===== config.mk =====
export PLATFORM = sky130hd
export DESIGN_NAME = mem_bus_arbiter
export DESIGN_NICKNAME = d
export VERILOG_FILES = /design/src/rtl/mem_arb_pkg.sv /design/src/rtl/mem_bus_arbiter_rr_pick2.sv /design/src/rtl/mem_bus_arbiter.sv
export SDC_FILE = /design/constraint.sdc
export NUM_CORES = 1
export LEC_CHECK = 0
export ABC_AREA = 0
export CAP_MARGIN = 20
export CORE_AREA = 2 2 183 185
export CTS_CLUSTER_DIAMETER = 100
export DETAILED_ROUTE_END_ITERATION = 10
export DIE_AREA = 0 0 185 187
export PLACE_DENSITY = 0.43
export SLEW_MARGIN = 20
export SYNTH_ARGS = -nofsm -noshare
export SYNTH_HDL_FRONTEND = slang
export SYNTH_SLANG_ARGS = --single-unit

===== constraint.sdc =====
create_clock -name clk -period 3.71 [get_ports clk]
set_clock_uncertainty 0.2 [all_clocks]
set_input_delay 0.5565 -clock clk [delete_from_list [all_inputs] [get_ports clk]]
set_output_delay 0.5565 -clock clk [all_outputs]
set_load 0.02 [all_outputs]

===== src/rtl/mem_arb_pkg.sv =====
// Shared types and constants for the two-client Sysbus memory arbiter.
package mem_arb_pkg;

    typedef enum logic [1:0] {
        IDLE  = 2'd0,
        ADDR  = 2'd1,
        WDATA = 2'd2,
        RDATA = 2'd3
    } arb_state_t;

    localparam int       BURST_BEATS   = 8;
    localparam int       WRITE_TAG_BIT = 12;
    localparam logic     SYSBUS_WRITE  = 1'b1;

endpackage


===== src/rtl/mem_bus_arbiter_rr_pick2.sv =====
// Two-way round-robin picker: rr_ptr names the preferred client when both request.
module rr_pick2 (
    input  logic [1:0] req,
    input  logic       rr_ptr,
    output logic       grant,
    output logic       valid
);

    assign valid = |req;
    assign grant = (&req) ? rr_ptr : req[1];

endmodule


===== src/rtl/mem_bus_arbiter.sv =====
// Merges the I-cache (c0) and D-cache (c1) memory ports onto one Sysbus DRAM port.
// Optional grant counters are built when MEM_ARB_PERF_EN is defined.
module mem_bus_arbiter
    import mem_arb_pkg::*;
#(
    parameter int BUS_DATA_WIDTH = 64,
    parameter int BUS_TAG_WIDTH  = 13
) (
    input  logic                      clk,
    input  logic                      reset,

    input  logic                      c0_bus_reqcyc,
    output logic                      c0_bus_reqack,
    input  logic [BUS_DATA_WIDTH-1:0] c0_bus_req,
    input  logic [BUS_TAG_WIDTH-1:0]  c0_bus_reqtag,
    output logic                      c0_bus_respcyc,
    input  logic                      c0_bus_respack,
    output logic [BUS_DATA_WIDTH-1:0] c0_bus_resp,
    output logic [BUS_TAG_WIDTH-1:0]  c0_bus_resptag,

    input  logic                      c1_bus_reqcyc,
    output logic                      c1_bus_reqack,
    input  logic [BUS_DATA_WIDTH-1:0] c1_bus_req,
    input  logic [BUS_TAG_WIDTH-1:0]  c1_bus_reqtag,
    output logic                      c1_bus_respcyc,
    input  logic                      c1_bus_respack,
    output logic [BUS_DATA_WIDTH-1:0] c1_bus_resp,
    output logic [BUS_TAG_WIDTH-1:0]  c1_bus_resptag,

    output logic                      m_bus_reqcyc,
    input  logic                      m_bus_reqack,
    output logic [BUS_DATA_WIDTH-1:0] m_bus_req,
    output logic [BUS_TAG_WIDTH-1:0]  m_bus_reqtag,
    input  logic                      m_bus_respcyc,
    output logic                      m_bus_respack,
    input  logic [BUS_DATA_WIDTH-1:0] m_bus_resp,
    input  logic [BUS_TAG_WIDTH-1:0]  m_bus_resptag
`ifdef MEM_ARB_PERF_EN
    ,
    output logic [31:0]               perf_grants0,
    output logic [31:0]               perf_grants1
`endif
);

    localparam logic [2:0] LAST_BEAT = 3'(BURST_BEATS - 1);

    arb_state_t state;
    logic       owner;
    logic       rr_ptr;
    logic [2:0] beat;

    logic       pick_grant;
    logic       pick_valid;

    rr_pick2 u_pick (
        .req    ({c1_bus_reqcyc, c0_bus_reqcyc}),
        .rr_ptr (rr_ptr),
        .grant  (pick_grant),
        .valid  (pick_valid)
    );

    logic                      own_reqcyc;
    logic                      own_respack;
    logic [BUS_DATA_WIDTH-1:0] own_req;
    logic [BUS_TAG_WIDTH-1:0]  own_reqtag;

    assign own_reqcyc  = owner ? c1_bus_reqcyc  : c0_bus_reqcyc;
    assign own_respack = owner ? c1_bus_respack : c0_bus_respack;
    assign own_req     = owner ? c1_bus_req     : c0_bus_req;
    assign own_reqtag  = owner ? c1_bus_reqtag  : c0_bus_reqtag;

    logic req_phase;
    logic resp_phase;
    logic req_hs;
    logic resp_hs;
    logic last_beat;

    assign req_phase  = (state == ADDR) || (state == WDATA);
    assign resp_phase = (state == RDATA);

    // Request side: only the owner is ever visible to DRAM, and only outside IDLE.
    assign m_bus_reqcyc = req_phase & own_reqcyc;
    assign m_bus_req    = req_phase ? own_req    : '0;
    assign m_bus_reqtag = req_phase ? own_reqtag : '0;
    assign req_hs       = m_bus_reqcyc & m_bus_reqack;

    assign c0_bus_reqack = req_hs & ~owner;
    assign c1_bus_reqack = req_hs &  owner;

    // Response side: DRAM responses outside RDATA are dropped and never acked.
    assign c0_bus_respcyc = resp_phase & ~owner & m_bus_respcyc;
    assign c1_bus_respcyc = resp_phase &  owner & m_bus_respcyc;
    assign c0_bus_resp    = (resp_phase & ~owner) ? m_bus_resp    : '0;
    assign c1_bus_resp    = (resp_phase &  owner) ? m_bus_resp    : '0;
    assign c0_bus_resptag = (resp_phase & ~owner) ? m_bus_resptag : '0;
    assign c1_bus_resptag = (resp_phase &  owner) ? m_bus_resptag : '0;
    assign m_bus_respack  = resp_phase & own_respack;
    assign resp_hs        = m_bus_respcyc & m_bus_respack;

    assign last_beat = (beat == LAST_BEAT);

    always_ff @(posedge clk or negedge reset) begin
        if (!reset) begin
            state  <= IDLE;
            owner  <= 1'b0;
            rr_ptr <= 1'b0;
            beat   <= '0;
        end else begin
            unique case (state)
                IDLE: begin
                    if (pick_valid) begin
                        owner <= pick_grant;
                        state <= ADDR;
                    end
                end
                ADDR: begin
                    if (req_hs) begin
                        state <= (own_reqtag[WRITE_TAG_BIT] == SYSBUS_WRITE) ? WDATA : RDATA;
                        beat  <= '0;
                    end
                end
                WDATA: begin
                    if (req_hs) begin
                        if (last_beat) begin
                            state  <= IDLE;
                            rr_ptr <= ~owner;
                            beat   <= '0;
                        end else begin
                            beat <= beat + 3'd1;
                        end
                    end
                end
                RDATA: begin
                    if (resp_hs) begin
                        if (last_beat) begin
                            state  <= IDLE;
                            rr_ptr <= ~owner;
                            beat   <= '0;
                        end else begin
                            beat <= beat + 3'd1;
                        end
                    end
                end
                default: state <= IDLE;
            endcase
        end
    end

`ifdef MEM_ARB_PERF_EN
    logic grant_evt;
    assign grant_evt = (state == ADDR) & req_hs;

    always_ff @(posedge clk or negedge reset) begin
        if (!reset) begin
            perf_grants0 <= '0;
            perf_grants1 <= '0;
        end else if (grant_evt) begin
            if (!owner && perf_grants0 != 32'hFFFF_FFFF) perf_grants0 <= perf_grants0 + 32'd1;
            if ( owner && perf_grants1 != 32'hFFFF_FFFF) perf_grants1 <= perf_grants1 + 32'd1;
        end
    end
`endif

endmodule

==> flow_metrics.py, run 1 <==
metrics = {
    "grt": {
        "grt_max_degree": 84,
        "grt_use_total_pct": 12.3,
        "grt_overflow": 0,
        "antenna_found_initial": 0,
        "grt_pass1_vias": 4716,
        "grt_pass1_wl_mm": 31.7,
    },
    "worst_setup_path": {
        "crit_path_end_kind": "output port",
        "startpoint_type": "flop",
        "cpPeakStageDelay_ns": 0.68,
        "crit_family": "buffers and inverters",
        "crit_buf_inv": 3,
        "crit_fanout": 53,
        "crit_type": "flop to output port",
        "path_depth": 5,
        "arrival_ns": 2.52,
        "cp_slowest_cell": "clkdlybuf4s50_1",
        "cp.required_ns": 2.95,
        "crit_chain": "inv_1 -> ha_2 -> buf_4 -> nor2b_1 -> clkdlybuf4s50_1",
        "worstRegToRegCells": 6,
    },
    "yosys": {
        "yosysUniqueCellTypes": 23,
        "synth_enable_flop_cells": 0,
        "synth_area_leader_cell": "mux2i_1",
        "ys_warn_count": 0,
        "async_reset_ff_share_pct": 100,
        "yosysTopAreaCellShare_pct": 28.6,
        "synth_cells": 409,
        "syn_nets": 656,
        "yosysMostFrequentCell": "mux2i_1",
        "syn_area_sq_um": 2940,
        "ys_seq_area_share_pct": 5.96,
        "synth_commonest_cells": "84 x mux2i_1, 80 x nor2b_1, 79 x and3_1, 78 x and2_1, 32 x clkbuf_1",
        "avgSynthCellArea_sq_um": 7.19,
        "synth_ff_type": "dfrtp_1",
        "ys_top_cells_by_area": "mux2i_1 29%, nor2b_1 17%, and3_1 17%",
        "synth_seq_cells": 7,
    },
    "clock_network": {
        "cts_root_buf": "clkbuf_16",
        "clk-insertion-delay-late_ns": 0.23,
        "htree_num_levels": 1,
        "cts.clk_slew.worst_paths_ns": 0.04,
        "tritoncts": "done",
        "ctsHoldBuffers": 0,
        "cts_resized": 0,
        "numCtsBuffers": 3,
        "cts_setup_buffers": 0,
        "cts_buffer_depth": 2,
        "clock_sinks": 7,
    },
    "floorplanning": {
        "dieWidth_um": 185,
        "start_util_pct": 8.94,
        "std_cell_rows": 67,
        "fp.dieH_um": 187,
        "core-area_sq_um": 32900,
        "die_area_sq_um": 34600,
        "num_io_pins": 476,
    },
    "timing": {
        "relSlewSlack_pct": 44.9,
        "grt_setup_unrepaired": "false",
        "final.period_utilization_pct": 88.4,
        "holdWs_ns": 0.324,
        "timing.fmax_mhz": 305,
        "layout_setup_ws_ns": 0.431,
        "setup_viol": 0,
        "tightest_slew_ns": 0.826,
        "finalSetupTns_ns": 0,
        "period_needed_ns": 3.28,
        "finalHoldViolations": 0,
        "slew_viol_final": 0,
    },
    "cells_and_area": {
        "syn2layout_area_growth_pct": 181,
        "final_nets": 1101,
        "postLayoutCoreUtil_pct": 25.1,
        "drive_above_1_share_pct": 1.99,
        "num_antenna_cells": 0,
    },
    "routing": {
        "drt_iter0_drc": 87,
        "drc_errors": 0,
        "num_vias": 4622,
        "drt_wl_total_mm": 23.2,
        "ant_nets": 0,
        "wl_per_cell_um": 17.8,
        "routed_via_density": 3.55,
        "first_pass_iters": 4,
    },
    "pwr": {
        "finalPower_mw": 4.48,
        "power.density_nw_per_um2": 542,
        "vdd_ir_drop_max_mv": 0.292,
        "leakagePower_nw": 3.52,
    },
    "place": {
        "io_buffer_count": 475,
        "gp_congestion": 0.812,
        "place_ws_ns": 0.597,
        "dp_hpwl_mm": 20.1,
    },
    "flow_run": {
        "timing.max_cap.violations": 0,
    },
    "worst_hold_path": {
        "hold_depth": 2,
        "hold_path.class": "flop to flop",
    },
    "run_status": {
        "status": "finished, final reports clean",
    },
}
-- area by class of cell --
class	instances	area [sq um]
inverters	8	30.0
well taps	448	561
fillers	3602	24600
flip-flops and latches	7	179
multi-input cells	351	2570
clock buffers	4	78.8
repair buffers	483	4840
-- worst paths after layout --
| kind | startpoint | endpoint | slack [ns] |
|---|---|---|---|
| worst max-delay path | state[1] | m_bus_req[40] | 0.43 |
| worst min-delay path | beat[1] | beat[1] | 0.32 |
| worst max register to register | state[1] | state[0] | 1.32 |
| worst min register to register | beat[1] | beat[1] | 0.32 |
| max in group asynchronous | reset | owner | 2.61 |
| min in group asynchronous | reset | beat[2] | 0.41 |
-- cells in the final DEF (no fill, tap or decap) --
cell type        count
a31oi_1              1
clkbuf_16            3
o22a_1               1
buf_12               2
dfrtp_4              1
clkdlybuf4s50_1    475
a41oi_1              2
nor2b_4              1
or3b_1               1
o21ba_2              1
clkbuf_1             1
nor2_1               1
dfrtp_1              6
ha_2                 2
o2111ai_1            1
o21a_1               1
mux2i_1             84
ha_1                 6
o21ai_0              3
nor2b_1             79
and2_1              78
nor3_2               1
a21oi_1              3
nand2_1              4
and3_1              79
inv_1                8
buf_4                6
nor3_1               2
-- routing by layer --
layer | vias up | track usage [%] | share of wire (%)
met5 | - | 0 | 0
li1 | 2265 | - | -
met4 | 0 | 0.824 | 0.41
met2 | 293 | 24.0 | 51
met1 | 2058 | 14.2 | 40
met3 | 6 | 2.53 | 8.9
-- cell families after synthesis --
kind of cell	synth area share, %
compound gates	3.02
buf+inv	6.94
mux	28.6
flops	5.96
fa+ha+maj	3.41
simple gates	52.1
-- through the flow --
step	cells	instance area, sq um
final	1301	8260
after global placement	1297	8180
after global routing	1301	8260
after detailed placement	1297	8180
after floorplan	409	2940
after CTS	1301	8260
-- where the power goes --
group / switching [mW] / internal [mW] / leakage, nW
Sequential: 0.0823 / 0.104 / 0.0851
Combinational: 2.12 / 1.99 / 3.40
Clock: 0.0442 / 0.143 / 0.0382
-- sequential cells by signal, summed over array words and instances, names as in the netlist --
signal  count
owner       1
state       2
beat        3
rr_ptr      1
-- worst reg2reg max path, stage by stage, from the launching register on --
cell	delay (ns)
dfrtp_1	0.43
ha_2	0.23
buf_4	0.33
o21ba_2	0.35
a21oi_1	0.20
or3b_1	0.40
mux2i_1	0.13
(Power assumes the default switching activity.)
==> run 2, diff against run 1 <==
Settings changed: CTS_CLUSTER_SIZE set to 30.
==> results of run 2 <==
The final DEF is identical to that of run 1; final timing and power are the same.
